===== config.mk =====
export PLATFORM = sky130hd
export DESIGN_NAME = m_w_load_ext
export DESIGN_NICKNAME = d
export VERILOG_FILES = /design/src/rtl/m_w_load_ext.sv
export SDC_FILE = /design/constraint.sdc
export NUM_CORES = 1
export LEC_CHECK = 0
export ABC_AREA = 1
export ABC_CLOCK_PERIOD_IN_PS = 1800
export BUFFER_PORTS_ARGS = -buffer_cell sky130_fd_sc_hd__buf_2
export CORE_ASPECT_RATIO = 0.75
export CORE_MARGIN = 2
export CORE_UTILIZATION = 46
export DETAILED_ROUTE_END_ITERATION = 10
export GPL_TIMING_DRIVEN = 0
export PLACE_DENSITY = 0.82
export SYNTH_ARGS = -nofsm -noshare
export SYNTH_HDL_FRONTEND = slang
export SYNTH_SLANG_ARGS = --single-unit

===== constraint.sdc =====
create_clock -name clk -period 1.8 [get_ports clk]
set_input_delay 0.36 -clock clk [delete_from_list [all_inputs] [get_ports clk]]
set_output_delay 0.36 -clock clk [all_outputs]
set_load 0.05 [all_outputs]

===== src/rtl/m_w_load_ext.sv =====
// M/W pipeline register for the load path: latches the M-stage memory word and
// load attributes, then extracts and extends the addressed byte/halfword/word.
module m_w_load_ext (
    input  logic        clk,
    input  logic        reset,
    input  logic        M_Flush,
    input  logic [2:0]  M_LoadOp,
    input  logic        M_IsLoad,
    input  logic [31:0] M_Addr,
    input  logic [31:0] M_RData,
    input  logic [31:0] M_WData,
    input  logic        M_RegWrite,
    input  logic [4:0]  M_A3,
    input  logic [31:0] M_PC,
    output logic [31:0] W_Data,
    output logic        W_RegWrite,
    output logic [4:0]  W_A3,
    output logic [31:0] W_PC,
    output logic        W_AdEL
);

    localparam logic [2:0] OP_LW  = 3'b000;
    localparam logic [2:0] OP_LBU = 3'b001;
    localparam logic [2:0] OP_LB  = 3'b010;
    localparam logic [2:0] OP_LHU = 3'b011;
    localparam logic [2:0] OP_LH  = 3'b100;

    logic [2:0]  load_op_q;
    logic        is_load_q;
    logic [1:0]  off_q;
    logic [31:0] rdata_q;
    logic [31:0] wdata_q;
    logic        reg_write_q;
    logic [4:0]  a3_q;
    logic [31:0] pc_q;
    logic        adel_q;
    logic        adel_d;

    // Misalignment is decided in M so W only has to register one bit.
    always_comb begin
        adel_d = 1'b0;
        if (M_IsLoad) begin
            case (M_LoadOp)
                OP_LW:         adel_d = (M_Addr[1:0] != 2'b00);
                OP_LHU, OP_LH: adel_d = M_Addr[0];
                default:       adel_d = 1'b0;
            endcase
        end
    end

    always_ff @(posedge clk) begin
        if (reset || M_Flush) begin
            load_op_q   <= '0;
            is_load_q   <= 1'b0;
            off_q       <= '0;
            rdata_q     <= '0;
            wdata_q     <= '0;
            reg_write_q <= 1'b0;
            a3_q        <= '0;
            pc_q        <= '0;
            adel_q      <= 1'b0;
        end else begin
            load_op_q   <= M_LoadOp;
            is_load_q   <= M_IsLoad;
            off_q       <= M_Addr[1:0];
            rdata_q     <= M_RData;
            wdata_q     <= M_WData;
            reg_write_q <= M_RegWrite;
            a3_q        <= M_A3;
            pc_q        <= M_PC;
            adel_q      <= adel_d;
        end
    end

    logic [7:0]  byte_sel;
    logic [15:0] half_sel;
    logic [31:0] ext_data;

    always_comb begin
        case (off_q)
            2'd0:    byte_sel = rdata_q[7:0];
            2'd1:    byte_sel = rdata_q[15:8];
            2'd2:    byte_sel = rdata_q[23:16];
            default: byte_sel = rdata_q[31:24];
        endcase
        half_sel = off_q[1] ? rdata_q[31:16] : rdata_q[15:0];
    end

    always_comb begin
        case (load_op_q)
            OP_LW:   ext_data = rdata_q;
            OP_LBU:  ext_data = {24'd0, byte_sel};
            OP_LB:   ext_data = {{24{byte_sel[7]}}, byte_sel};
            OP_LHU:  ext_data = {16'd0, half_sel};
            OP_LH:   ext_data = {{16{half_sel[15]}}, half_sel};
            default: ext_data = '0;
        endcase
    end

    assign W_Data     = is_load_q ? ext_data : wdata_q;
    assign W_RegWrite = reg_write_q & ~adel_q & (a3_q != 5'd0);
    assign W_A3       = a3_q;
    assign W_PC       = pc_q;
    assign W_AdEL     = adel_q;

endmodule


After elaboration in Yosys (flattened, before gate mapping)
Cells that the tools add are included.
Storage, ports and cells
  bits in registers: 109
  logic and storage cells: 34
Operators by class
  eq/ne operators: 8
  muxes and demuxes: 5
  bitwise operators: 4
  reduce and logical (&&, ||, !) cells: 8
Operators by type and width (number)
  32-bit case mux with 5 select lines: 1
  32-bit 2-to-1 mux: 1
  8-bit case mux with 3 select lines: 1
  16-bit 2-to-1 mux: 1
  3-bit by 2-bit == test with 1-bit output (second input constant): 3
  3-bit == test (second input constant): 2
  3-bit zero test: 2
  5-bit nonzero test: 1
  2-bit OR reduction: 2
  3-bit by 1-bit == test with 1-bit output (second input constant): 1
  1-bit bitwise AND: 2
  2-bit by 1-bit == test with 1-bit output (second input constant): 1
  2-bit == test (second input constant): 1
  2-bit zero test: 1
  1-bit NOT: 2
  1-bit case mux with 2 select lines: 1
  2-bit nonzero test: 1
  1-bit logical OR: 1

Depth between registers and ports, before layout
Gate-level depths: netlist of the first run.
  word-level depth: 4
  gate-level depth with buffers: 8
  mapped depth without buffers: 8

Worst setup path before layout of the first run
OpenSTA, ideal clock, no wires.
  kind: register to output
  from: reg load_op_q[1]
  to: out W_Data[30]
  data arrival time: 1.388 ns
  required time: 1.440 ns
  slack: 0.052 ns
  cell stages (with the launch flop): 9
  buffers on the path: 1
  path through: dfxtp_1 nor2_2 nand2_1 inv_2 buf_4 nand2_1 nand3_1 nand2_1 nand2_1
On the way
  word-level cells in the longest chain between the ends: 3
RTL lines
  start: declaration: line 28  | logic [2:0] load_op_q;
  start signal: assignment: line 63  | load_op_q <= M_LoadOp;
  3-bit == test, or another cell as far along: line 90  | case (load_op_q)
  32-bit case mux with 5 select lines (*): line 90
  32-bit 2-to-1 mux (*): line 100  | assign W_Data = is_load_q ? ext_data : wdata_q;
  end: declaration: line 15  | output logic [31:0] W_Data,
Every way passes the cells marked *; elsewhere a longest branch is shown, timed or not.

Final worst setup path of the first run
  from: reg off_q[1]
  to: out W_Data[31]
On the way
  word-level cells in the longest chain between the ends: 4
RTL lines
  start: declaration: line 30  | logic [1:0] off_q;
  start signal: assignment: line 65  | off_q <= M_Addr[1:0];
  2-bit == test, or another cell as far along: line 80  | case (off_q)
  8-bit case mux with 3 select lines: line 80
  32-bit case mux with 5 select lines (*): line 90
  32-bit 2-to-1 mux (*): line 100
Marks and branches as above.

==> results of run 1 <==
sequential cells by signal, summed over array words and instances (netlist names):
signal,cells
wdata_q,32
reg_write_q,1
W_AdEL,1
is_load_q,1
rdata_q,32
off_q,2
W_A3,5
load_op_q,3
W_PC,32
synth_stat cells, drive strengths merged:
| cell | n |
|---|---|
| nand2 | 173 |
| nor2 | 156 |
| inv | 124 |
| dfxtp | 109 |
| nand3 | 39 |
| clkbuf | 16 |
| o21ai | 16 |
| buf | 12 |
| a21oi | 8 |
| nor3 | 2 |
| nand3b | 1 |
| nand4 | 1 |
metal layers:
metal / vias to the layer above / track usage [%]
met1: 2057 / 30.1
met2: 253 / 41.3
met3: 48 / 7.95
li1: 2329 / -
met5: - / 0
met4: 0 / 7.90
what timing repair did:
| action | in CTS | in global routing |
|---|---|---|
| endpoints found under the hold margin | 0 | 0 |
| gates resized for setup | 141 | 54 |
| gates cloned | 6 | 2 |
| setup buffers | 11 | 2 |
| setup endpoints to repair | 32 | 32 |
| pin swaps | 11 | 27 |
final cells by class:
class	instances	share of cell area (%)
Buffer	27	2.80
Tap cell	128	2.46
Clock inverter	6	1.06
Inverter	124	7.37
Sequential cell	109	33.7
Multi-Input combinational cell	396	28.6
Clock buffer	10	3.51
Timing Repair Buffer	202	20.5
where the power goes:
| part | switching, µW | internal, µW |
|---|---|---|
| logic | 618 | 360 |
| registers | 60.8 | 2500 |
| clock network | 902 | 1090 |
| total | 1580 | 3960 |
stage by stage:
stage | setup TNS [ns] | instance area, µm²
5_1_grt | -11.04 | 6520
4_1_cts | -6.23 | 6290
3_3_place_gp | -5.97 | 5430
6_report | -9.05 | 6520
2_1_floorplan | 0 | 4360
3_5_place_dp | -6.14 | 5430
cell usage in the layout (no fill, tap or decap), drive strengths merged:
cell,count
nand3b,1
a21oi,8
inv,127
clkinvlp,1
nand4,1
clkinv,1
nand3,39
dfxtp,109
nor3,2
buf,213
nor2,156
nand2,173
o21ai,16
bufinv,1
clkbuf,26
final timing paths:
kind	to	cells past startpoint	slack, ns	from
max	W_Data[31]	8	-0.40	off_q[1]
min	W_PC[20]	3	0.21	M_PC[20]
kinds of logic (layout without fill, tap and decap cells):
logic type             after synthesis  after routing  share of synthesized area (%)
AO/OA/AOI/OAI                       24             24                           2.75
buffers and inverters              152            369                           13.6
flip-flops                         109            109                           50.0
AND/OR/NAND/NOR                    372            372                           33.6
==> summary.txt, run 1 <==
Outcome
  – Outcome: complete, but fails checks
  – Failing checks: negative setup slack

Critical path
  – Crit path cell chain: nand2_4 > nand3_4 > nand3_4 > buf_4 > nand3_1 > nand2_1 > nand2_1 > buf_6
  – Worst setup EP type: output pin
  – Top cell family by delay on the critical path: simple AND/OR/NAND/NOR gates
  – Slowest cell on crit path: dfxtp_4
  – Critical path class: flip-flop to output pin
  – Max Fanout on Critical Path: 7
  – CP max stage delay: 0.48 ns
  – WP data arrival: 1.84 ns
  – Critical path required time: 1.44 ns
  – Worst Path Buf+Inv: 2
  – Startpoint Class: flip-flop

CTS
  – Root Driver: clkbuf_16
  – Post-CTS Hold Fix Bufs: 0
  – CTS sink count: 109
  – CTS tree: built
  – Total CTS buffers: 9
  – Worst-case clock buffer depth: 2
  – CTS H-tree lvls: 3
  – CTS clock-pin slew for the worst setup and hold paths: 0.07 ns

Cells and area
  – Util after Layout: 71.5%
  – Final std cells w/o fill: 1,002
  – Area Overhead vs Synth: 49.5%
  – Multi-input logic area: 0.00186 mm²
  – Layout net count: 1,010
  – Layout fillers: 693
  – Diodes inserted: 0
  – Register Area: 0.00220 mm²
  – Share of cells above drive strength 1: 33.6%

Synth
  – Post-synth cell types: 19
  – Mapped Nets: 798
  – Synth Register Bits: 109
  – Synthesized area: 0.00436 mm²
  – YS warnings: 0
  – Yosys top cell by area: dfxtp_1
  – Syn Area/Cell: 6.64 µm²
  – Synth area leaders: dfxtp_1, nand2_1, nor2_1, inv_1, nand3_1
  – Seq/Total Area, Yosys: 50.0%
  – Cells after synthesis: 657
  – Top cell type's share of synthesized area: 50.0%

Global routing
  – Number of global-route vias before repair: 4,266
  – Largest net degree at the start of global routing: 19
  – Global-route wire length before repair: 19.4 mm
  – Tot GR Track Use: 24.6%
  – Initial antenna violation count: 0
  – Overflow after GRT: 0

Hold path
  – Hold/Removal Path Class: primary input to flip-flop

STA
  – Slew margin rel.: 63.2%
  – Fmax: 0.454 GHz
  – Period Utilization, post-route: 122%
  – Final WS setup: -0.401 ns
  – Least-Margin Pin Slew: 0.552 ns
  – Final hold vios: 0
  – Final max-slew violation count: 0
  – Unrepaired setup endpoints after global routing: yes
  – Final Critical Period: 2.20 ns
  – Finish-stage setup viols: 32
  – Hold Slack: 0.211 ns

Power and ir drop
  – Power per Cell Area: 850 mW/mm²
  – Power Total: 5540 µW
  – Leak: 0.00384 µW
  – Peak supply drop: 0.596 mV

Floorplan
  – Num ports: 212
  – Initial core utilization: 47.8%
  – Die Span X: 116 µm
  – Die H: 88.3 µm
  – Core area: 0.00912 mm²
  – Die area: 0.0103 mm²
  – Cell Rows: 30

Drt
  – Vias per Instance: 4.68
  – Per-cell routed wire length: 13.7 µm
  – Routed Antenna Nets: 0
  – Top layer in use: met4
  – DR pass1 iterations: 6
  – Met2 wire length: 6.47 mm
  – Routed wire length: 13.7 mm
  – DR vias: 4,687
  – Initial DRC count: 450
  – M1 wire length: 5.46 mm
  – Metal3 WL: 1.37 mm
  – # DRC: 0

Place
  – Worst slack at placement: -0.251 ns
  – Post-Place Cells: 966
  – PortBufs: 181
  – GPL Wtd Cong: 0.927
  – DP HPWL: 8.61 mm

Run
  – Max Cap Viol: 0
Power figures use the tool's default switching activity.
==> inputs of run 2 (changes only) <==
--- a/config.mk
+++ b/config.mk
@@ -7,13 +7,13 @@
 export LEC_CHECK = 0
 export ABC_AREA = 1
 export ABC_CLOCK_PERIOD_IN_PS = 1800
-export BUFFER_PORTS_ARGS = -buffer_cell sky130_fd_sc_hd__buf_2
 export CORE_ASPECT_RATIO = 0.75
 export CORE_MARGIN = 2
-export CORE_UTILIZATION = 46
+export CORE_UTILIZATION = 50
 export DETAILED_ROUTE_END_ITERATION = 10
+export DONT_BUFFER_PORTS = 1
 export GPL_TIMING_DRIVEN = 0
-export PLACE_DENSITY = 0.82
+export PLACE_DENSITY = 0.67
 export SYNTH_ARGS = -nofsm -noshare
 export SYNTH_HDL_FRONTEND = slang
 export SYNTH_SLANG_ARGS = --single-unit
==> run 2 against run 1 <==
The flow still finishes with violations (negative setup slack). Maximum frequency up 7.3%. Via count fell by 17%. Clock power is essentially flat. Worst hold slack got worse by 0.10 ns. Combinational power down 34%. Sequential share of layout area rose by 5.5 points.
==> summary.txt, run 2 (same netlist as run 1, synthesis figures left out) <==
Place
  – Post-Place Cells: 765 (-21%)
  – DP HPWL: 8.26 mm (-4.1%)
  – GPL Wtd Cong: 0.896 (-3.4%)
  – PortBufs: 0 (-100%)

Cells and area
  – Final std cells w/o fill: 797 (-20%)
  – Layout fillers: 778 (+12%)
  – Commonest non-fill, non-tap cells in the layout: nor2_1, inv_1, dfxtp_1
  – Share of cells above drive strength 1: 24.5% (-9.1 points)
  – Layout net count: 825 (-18%)
  – Diodes inserted: 0 (unchanged)
  – Area Overhead vs Synth: 29.1%
  – Most common cell after layout, fill and taps aside: nor2_1

Global routing
  – Global-route wire length before repair: 18.6 mm (-4.2%)
  – Initial antenna violation count: 0 (unchanged)
  – Tot GR Track Use: 24.9% (+0.35 points)
  – Number of global-route vias before repair: 3,859 (-9.5%)
  – Largest net degree at the start of global routing: 19 (unchanged)
  – Overflow after GRT: 0 (unchanged)

STA
  – Hold Slack: 0.106 ns (-0.105 ns)
  – Setup TNS: -5.75 ns (+3.30 ns)
  – Final Critical Period: 2.05 ns (-0.150 ns)
  – Final hold vios: 0 (unchanged)
  – Period Utilization, post-route: 114% (-8.3 points)
  – Slew margin rel.: 57.1% (-6.1 points)
  – Least-Margin Pin Slew: 0.644 ns (+0.0921 ns)
  – Fmax: 0.487 GHz (+7.3%)
  – Final WS setup: -0.251 ns (+0.150 ns)
  – Unrepaired setup endpoints after global routing: yes
  – Final max-slew violation count: 0 (unchanged)
  – Finish-stage setup viols: 32 (unchanged)

Drt
  – Metal3 WL: 851 µm (-38%)
  – DR vias: 3,909 (-17%)
  – M1 wire length: 5.32 mm (-2.6%)
  – Per-cell routed wire length: 15.1 µm (+10%)
  – Top layer in use: met4
  – Vias per Instance: 4.90 (+4.9%)
  – Routed wire length: 12.0 mm (-13%)
  – Met2 wire length: 5.60 mm (-13%)
  – Routed Antenna Nets: 0 (unchanged)
  – Initial DRC count: 188 (-58%)
  – # DRC: 0 (unchanged)
  – DR pass1 iterations: 5 (-1)

Power and ir drop
  – Peak supply drop: 0.810 mV (+36%)
  – Power per Cell Area: 951 mW/mm² (+12%)
  – Leak: 0.00304 µW (-21%)

Floorplan
  – Cell Rows: 29 (-3.3%)
  – Die Span X: 112 µm (-3.9%)
  – Initial core utilization: 51.6% (+3.8 points)
  – Num ports: 212 (unchanged)
  – Die area: 0.00949 mm² (-7.7%)
  – Die H: 84.9 µm (-3.9%)
  – Core area: 0.00845 mm² (-7.3%)

Critical path
  – Crit-path most repeated cell: nand2_2
  – Critical path required time: 1.44 ns (about the same)
  – Startpoint Class: flip-flop
  – Worst Path Buf+Inv: 2 (unchanged)
  – Slowest cell on crit path: dfxtp_4
  – Top cell family by delay on the critical path: simple AND/OR/NAND/NOR gates
  – Critical path class: flip-flop to output pin
  – Worst setup EP type: output pin
  – WP data arrival: 1.69 ns (-0.15 ns)
  – Max Fanout on Critical Path: 10 (+3)
  – CP max stage delay: 0.43 ns (-0.05 ns)
  – Crit path cell chain: inv_6 > nand2_2 > nand3_2 > nand3_4 > buf_8 > nand3_1 > nand2_2 > nand2_4

CTS
  – Worst-case clock buffer depth: 2 (unchanged)
  – CTS sink count: 109 (unchanged)
  – CTS tree: built
  – Total CTS buffers: 9 (unchanged)
  – Post-CTS Hold Fix Bufs: 0 (unchanged)
  – Root Driver: clkbuf_16
  – CTS clock-pin slew for the worst setup and hold paths: 0.07 ns (about the same)
  – CTS H-tree lvls: 3 (unchanged)

Run
  – Max Cap Viol: 0 (unchanged)

Outcome
  – Failing checks: negative setup slack
  – Outcome: complete, but fails checks

Hold path
  – Hold/Removal Path Class: primary input to flip-flop
run 2: final timing paths:
kind / startpoint / to / cells after the start
max: off_q[1] / W_Data[22] / 8
min: M_A3[2] / W_A3[2] / 2
run 2: per-layer routing:
metal | track usage (%) | vias to the layer above
met5 | 0 | -
li1 | - | 1960
met4 | 8.53 | 0
met3 | 6.79 | 23
met2 | 39.8 | 152
met1 | 32.9 | 1774
run 2: timing repair:
action	CTS	global route
pin swaps	23	29
buffers inserted	9	2
gates resized for setup	161	41
cloned	3	3
setup endpoints to repair	33	33
run 2: metrics by stage:
stage,setup WS [ns],util (%),cell area (µm²),total power (µW)
finish,-0.251,66.6,5630,5350
global route,-0.307,66.6,5630,5550
CTS,-0.176,64.3,5440,5330
detailed placement,-0.333,53.2,4500,3230
global placement,-0.295,53.2,4500,3220
floorplan,0.0524,-,4360,3120
run 2: layout make-up:
| type | count | area (µm²) | area share [%] |
|---|---|---|---|
| Sequential cell | 109 | 2210 | 39.3 |
| Clock buffer | 10 | 239 | 4.25 |
| Timing Repair Buffer | 17 | 188 | 3.33 |
| Buffer | 27 | 198 | 3.51 |
| Tap cell | 108 | 135 | 2.40 |
| Inverter | 124 | 487 | 8.65 |
| Multi-Input combinational cell | 396 | 2100 | 37.4 |
| Clock inverter | 6 | 68.8 | 1.22 |
run 2: power breakdown:
part           total, µW  internal (µW)  switching [µW]
combinational        650            204             446
clock               2020           1130             892
sequential          2680           2500             180
total               5350           3830            1520
